[src/rtl/alu_pkg.sv]
// Shared definitions for the ALU-side arithmetic units (divider FSM states, widths, constants).
package alu_pkg;

  typedef enum logic [1:0] {
    IDLE = 2'd0,
    RUN  = 2'd1,
    DONE = 2'd2
  } div_state_e;

  localparam int DIV_W = 3;

  // Quotient reported on divide-by-zero is all ones; replicate this bit to the operand width.
  localparam logic DBZ_Q_BIT = 1'b1;

endpackage

[src/rtl/seq_divider_div_step.sv]
// One restoring-division step: shift in the next dividend bit, trial-subtract the divisor,
// keep the difference when no borrow, otherwise restore the shifted partial remainder.
module div_step #(
  parameter int WIDTH = alu_pkg::DIV_W
) (
  input  logic [WIDTH-1:0] rem,
  input  logic             bit_in,
  input  logic [WIDTH-1:0] divisor,
  output logic [WIDTH-1:0] rem_next,
  output logic             q_bit
);

  logic [WIDTH:0]   shifted;
  logic [WIDTH+1:0] sum;
  logic             carry;

  // Subtract as add: shifted + ~{0,divisor} + 1; carry-out high means no borrow.
  always_comb begin
    shifted  = {rem, bit_in};
    sum      = {1'b0, shifted} + {1'b0, ~{1'b0, divisor}} + {{(WIDTH+1){1'b0}}, 1'b1};
    carry    = sum[WIDTH+1];
    q_bit    = carry;
    rem_next = carry ? sum[WIDTH-1:0] : shifted[WIDTH-1:0];
  end

endmodule

[src/rtl/seq_divider.sv]
// Multi-cycle unsigned restoring divider: one quotient bit per clock, done pulse on completion,
// results held until the next accepted start.
module seq_divider
  import alu_pkg::*;
#(
  parameter int WIDTH = DIV_W
) (
  input  logic             clk,
  input  logic             rst_n,
  input  logic             start,
  input  logic [WIDTH-1:0] dividend,
  input  logic [WIDTH-1:0] divisor,
  output logic             busy,
  output logic             done,
  output logic [WIDTH-1:0] quotient,
  output logic [WIDTH-1:0] remainder,
  output logic             div_by_zero
);

  localparam int CW = $clog2(WIDTH + 1);
  localparam logic [CW-1:0] LAST = CW'(WIDTH - 1);

  div_state_e       state;
  logic [CW-1:0]    cnt;
  logic [WIDTH-1:0] rem;
  logic [WIDTH-1:0] q;
  logic [WIDTH-1:0] dvsr;
  logic [WIDTH-1:0] rem_next;
  logic             q_bit;
  logic [WIDTH-1:0] q_next;

  div_step #(.WIDTH(WIDTH)) u_step (
    .rem      (rem),
    .bit_in   (q[WIDTH-1]),
    .divisor  (dvsr),
    .rem_next (rem_next),
    .q_bit    (q_bit)
  );

  assign q_next = {q[WIDTH-2:0], q_bit};

  always_ff @(posedge clk or negedge rst_n) begin
    if (!rst_n) begin
      state       <= IDLE;
      cnt         <= '0;
      rem         <= '0;
      q           <= '0;
      dvsr        <= '0;
      busy        <= 1'b0;
      done        <= 1'b0;
      quotient    <= '0;
      remainder   <= '0;
      div_by_zero <= 1'b0;
    end else begin
      case (state)
        IDLE, DONE: begin
          done <= 1'b0;
          if (start) begin
            dvsr <= divisor;
            if (divisor == '0) begin
              // Divide-by-zero skips RUN and presents its result on the next cycle.
              state       <= DONE;
              done        <= 1'b1;
              quotient    <= {WIDTH{DBZ_Q_BIT}};
              remainder   <= dividend;
              div_by_zero <= 1'b1;
            end else begin
              state <= RUN;
              busy  <= 1'b1;
              cnt   <= '0;
              rem   <= '0;
              q     <= dividend;
            end
          end else begin
            state <= IDLE;
          end
        end
        RUN: begin
          rem <= rem_next;
          q   <= q_next;
          cnt <= cnt + 1'b1;
          if (cnt == LAST) begin
            state       <= DONE;
            busy        <= 1'b0;
            done        <= 1'b1;
            quotient    <= q_next;
            remainder   <= rem_next;
            div_by_zero <= 1'b0;
          end
        end
        default: begin
          state <= IDLE;
          busy  <= 1'b0;
          done  <= 1'b0;
        end
      endcase
    end
  end

endmodule

[config.mk]
export PLATFORM = sky130hd
export DESIGN_NAME = seq_divider
export DESIGN_NICKNAME = d
export VERILOG_FILES = /design/src/rtl/alu_pkg.sv /design/src/rtl/seq_divider_div_step.sv /design/src/rtl/seq_divider.sv
export SDC_FILE = /design/constraint.sdc
export NUM_CORES = 1
export LEC_CHECK = 0
export ABC_AREA = 1
export ABC_CLOCK_PERIOD_IN_PS = 2200
export CORE_MARGIN = 4
export CORE_UTILIZATION = 51
export DETAILED_ROUTE_END_ITERATION = 16
export GPL_ROUTABILITY_DRIVEN = 1
export HOLD_SLACK_MARGIN = 0.02
export PLACE_DENSITY = 0.79
export SYNTH_ARGS = -nofsm -noshare
export SYNTH_HDL_FRONTEND = slang
export SYNTH_SLANG_ARGS = --single-unit
[constraint.sdc]
create_clock -name clk -period 2.2 [get_ports clk]
set_clock_uncertainty 0.2 [all_clocks]
set_input_delay 0.22 -clock clk [delete_from_list [all_inputs] [get_ports clk]]
set_output_delay 0.22 -clock clk [all_outputs]
set_load 0.005 [all_outputs]
# Word-level counts from Yosys, hierarchy flattened
# Cells that the tools add are included.
dict set report totals {
  regBits 22
  input_bits 9
  word_cells 62
}
dict set report classes {
  n_addsub 3
  eq_ne 7
  muxes 33
  n_bitwise 1
  n_reduce_logical 8
}
# op count
set op_table {}
lappend op_table {{$mux 3} 11}
lappend op_table {{$pmux 3 s2} 4}
lappend op_table {{$mux 2} 5}
lappend op_table {{$mux 1} 8}
lappend op_table {{$ne 2x2->1 const B} 4}
lappend op_table {{$pmux 2 s2} 2}
lappend op_table {{$pmux 1 s2} 3}
lappend op_table {{$reduce_and 3->1} 2}
lappend op_table {{$add 4x4->5} 1}
lappend op_table {{$add 5x1->5 const B} 1}
lappend op_table {{$eq 2x2->1 const B} 2}
lappend op_table {{$not 3->4} 1}
lappend op_table {{$reduce_and 4->1} 1}
lappend op_table {{$logic_not 3->1} 1}
lappend op_table {{$add 2x1->2 const B} 1}
lappend op_table {{$eq 2x1->1 const B} 1}
lappend op_table {{$logic_not 2->1} 1}
lappend op_table {{$reduce_and 2->1} 1}
lappend op_table {{$reduce_bool 2->1} 1}
lappend op_table {{$reduce_or 2->1} 1}

# Depth between registers and ports, before layout
dict set report logic_depth {
  depth_word 6
  depth_mapped 10
  ltp_nobuf 10
}

# Cells and area by module
# A second synthesis with hierarchy kept.
dict set report hier_totals {
  cells_unflattened 139
  area_unflattened_um2 1182.4
}
# module n_inst cells_each area_each_um2 seq_area_each_um2
set modules_own_cells {}
lappend modules_own_cells {seq_divider 1 113 1028.5 525.5}
lappend modules_own_cells {div_step 1 26 153.9 0.0}

# Least setup slack after synthesis
# Ideal clock, no wire load.
dict set report synth_timing {
  kind {reg2reg}
  from {reg dvsr[0]}
  to {reg remainder[0]}
  t_arrival_ns 1.434
  required_ns 1.935
  setup_slack_ns 0.501
  path_stages_with_launch 10
  n_path_buf 0
  period_less_slack_ns 1.699
  cell_sequence {dfrtp_1 ha_1 fa_1 inv_1 nand2_1 nand2_1 nand3_1 nand3_1 nand2_1 nand2_1}
}
dict set report synth_between {
  elab_chain_cells 6
}
# item line_no
set synth_rtl {}
lappend synth_rtl {{start, declared} seq_divider.sv:27} ;# logic [WIDTH-1:0] dvsr;
lappend synth_rtl {{start signal, assigned} seq_divider.sv:59} ;# dvsr <= divisor;
lappend synth_rtl {{$not 3->4} seq_divider_div_step.sv:20} ;# sum = {1'b0, shifted} + {1'b0, ~{1'b0, divisor}} + {{(WIDTH+1){1'b0}}, 1'b1};
lappend synth_rtl {{$add 4x4->5} seq_divider_div_step.sv:20}
lappend synth_rtl {{$add 5x1->5} seq_divider_div_step.sv:20}
lappend synth_rtl {{$mux 3} seq_divider_div_step.sv:23} ;# rem_next = carry ? sum[WIDTH-1:0] : shifted[WIDTH-1:0];
lappend synth_rtl {{$mux 3} seq_divider.sv:82} ;# if (cnt == LAST) begin
lappend synth_rtl {{$pmux 3 s2} seq_divider.sv:55} ;# case (state)
lappend synth_rtl {{end signal, assigned} seq_divider.sv:65} ;# remainder <= dividend;
lappend synth_rtl {{end signal, assigned} seq_divider.sv:87} ;# remainder <= rem_next;
lappend synth_rtl {{end, declared} seq_divider.sv:16} ;# output logic [WIDTH-1:0] remainder,
# No other way between the ends. The select of a mux whose other input is x is not followed.
# A chain may end at the register's enable or synchronous reset.

# Final worst setup path
dict set report layout_timing {
  from {reg dvsr[0]}
  to {reg remainder[1]}
}
# The elaborated chain is that of the path after synthesis.

==> flow_summary.json <==
{
  "gr-usage-met1_pct": 23.6,
  "power_per_cell_area_nw_per_um2": 1440,
  "top_usage_layer": "met2",
  "synth_compound_area_share_pct": 8.33,
  "antennaDiodeCount": 0,
  "crit_arrival_ns": 1.93,
  "p_leak_uw": 0.000660,
  "critical_path_class": "reg -> reg",
  "cp.required_ns": 2.25,
  "clkTransAtPathRegs_ns": 0.11,
  "final_hold_viol_count": 0,
  "synthXorXnorAreaFrac_pct": 0,
  "grt_util_met3_pct": 3.38,
  "die-area_sq_um": 2850,
  "drv_cap": 0,
  "syn2layout_area_growth_pct": 21.9,
  "cts-root-buf": "clkbuf_4",
  "viasPerCell": 5.07,
  "grt.overflow.total": 0,
  "fin_crit_ns": 1.89,
  "rsz0062_at_grt": "no",
  "startpoint_type": "register",
  "place.gp.congestion": 0.806,
  "drc": 0,
  "outcome": "finished clean",
  "synth-seq-cells": 21,
  "nets": 161,
  "vias": 883,
  "relSlewSlack_pct": 80.3,
  "drt_iter0_markers": 14,
  "synth.distinct_cells": 20,
  "grt_use_met2_pct": 32.4,
  "mostFrequentLayoutCell": "nand2_1",
  "cts_resized": 0,
  "muxShareOfSynthArea_pct": 1.07,
  "multi_input_area_sq_um": 447,
  "h-tree-depth": 1,
  "numCtsBuffers": 3,
  "hold_buffers": 0,
  "min_path_type": "in -> async",
  "post_cts_buffers": 0,
  "synth_top_family_by_area": "simple AND/OR/NAND/NOR gates",
  "cts_tree": "yes",
  "antenna_found_initial": 0,
  "clkLatencyLatePin_ns": 0.30,
  "drtPass1Iterations": 4,
  "worst_pin_slew_ns": 0.294,
  "syn_area_sq_um": 1050,
  "initial_utilization_pct": 53.6,
  "grt_pass1_wl_microns": 3810,
  "clock-sinks": 21,
  "die_h_microns": 53.4,
  "routed_wl_microns": 2170,
  "final_cell_mix": "35 x nand2_1, 21 x dfrtp_1, 17 x inv_1, 17 x clkdlybuf4s50_1, 13 x o21ai_0",
  "coreArea_sq_um": 1960,
  "num_rows": 16,
  "fin_cells": 174,
  "setup_viol": 0,
  "drive_gt1_share_pct": 10.9,
  "path_max_fanout": 4,
  "ff_latch_area_sq_um": 526,
  "synthesis.instances": 126,
  "ios": 18,
  "clk_path_buf_depth": 2,
  "fill_cells": 189,
  "yosysSeqAreaShare_pct": 50.0,
  "dieWidth_microns": 53.4,
  "timing.fmax_ghz": 0.530,
  "ir_worst_vdd_v": 0.000747,
  "tns_ns": 0,
  "yosysWarnings": 0,
  "end_kind": "register",
  "grt_max_degree": 22,
  "avgSynthCellArea_sq_um": 8.34,
  "period_share_pct": 85.7,
  "synth_fa_ha_area_share_pct": 5.48,
  "place_inst": 170,
  "slew_viol_final": 0,
  "routedWlPerCell_microns": 12.5,
  "synth_nets": 139,
  "grtUsageTotal_pct": 18.9,
  "dp_hpwl_microns": 1730,
  "io_buffers": 17,
  "postRouteAntennaNets": 0,
  "grt_pass1_vias": 863,
  "synth-simple-area-share_pct": 27.6
}
per-stage QoR:
stage | hold WS (ns) | power, uW | util, % | cell area (sq um) | setup slack (ns)
6_report | 0.0501 | 1850 | 65.3 | 1280 | 0.314
5_1_grt | 0.0547 | 2050 | 65.3 | 1280 | 0.198
4_1_cts | 0.0675 | 1870 | 65.3 | 1280 | 0.315
3_5_place_dp | 0.272 | 1680 | 64.0 | 1250 | 0.346
3_3_place_gp | 0.264 | 1630 | 64.0 | 1250 | 0.429
2_1_floorplan | -0.276 | 1330 | - | 1050 | 0.501
cells by family after synthesis:
group / after synthesis
simple gates: 64
flops: 21
buf+inv: 20
compound gates: 16
fa+ha+maj: 4
mux: 1
cells in the mapped netlist:
| master | n | share of area (%) |
|---|---|---|
| nand3_1 | 11 | 5.2 |
| nand2_2 | 3 | 1.8 |
| nand4_1 | 2 | 1.2 |
| nand2_4 | 1 | 1.1 |
| ha_1 | 3 | 3.6 |
| a21oi_2 | 1 | 0.83 |
| nor2_4 | 1 | 1.1 |
| inv_1 | 17 | 6.1 |
| nand2_1 | 35 | 13 |
| nand3_2 | 1 | 0.95 |
| dfrtp_1 | 21 | 50 |
| o21ai_2 | 1 | 0.83 |
| inv_2 | 2 | 0.71 |
| mux2_2 | 1 | 1.1 |
| nor2_1 | 9 | 3.2 |
| a21oi_1 | 1 | 0.48 |
| fa_1 | 1 | 1.9 |
| o21ai_0 | 13 | 6.2 |
| buf_4 | 1 | 0.71 |
| or2_2 | 1 | 0.60 |
layout make-up:
cell class / count / share of cell area, %
sequential: 21 / 41.0
multi-input combinational: 85 / 34.9
timing repair buffer: 18 / 13.9
inverter: 19 / 5.57
tap: 27 / 2.64
clock buffer: 4 / 2.05
sequential cells by signal, summed over array words and instances (netlist names), 2 cells and up:
signal,count
quotient,3
dvsr,3
rem,3
remainder,3
q,3
cnt,2
power breakdown:
part	switching, uW	internal, uW
logic	571	413
clock network	113	70.7
registers	108	570
final timing paths:
check,cells past startpoint,endpoint,from,slack [ns]
max,9,remainder[1],dvsr[0],0.31
max in group asynchronous,2,done,rst_n,1.53
min in group clk,2,remainder[2],remainder[2],0.29
max reg2reg,9,remainder[1],dvsr[0],0.31
min,2,dvsr[2],rst_n,0.05
min reg2reg,2,remainder[2],remainder[2],0.29
critical path, cell delays in order (launching register included):
cell     delay (ns)
dfrtp_1        0.42
ha_1           0.22
fa_1           0.38
inv_1          0.08
nand2_1        0.08
nand2_1        0.13
nand3_1        0.10
nand3_1        0.09
nand2_1        0.05
nand2_1        0.06
layer usage:
| layer | vias up | share of wire [%] |
|---|---|---|
| met5 | - | 0 |
| met4 | 0 | 0.88 |
| met3 | 2 | 3.5 |
| met2 | 18 | 52 |
| met1 | 419 | 44 |
| li1 | 444 | - |
(Power assumes the default switching activity.)
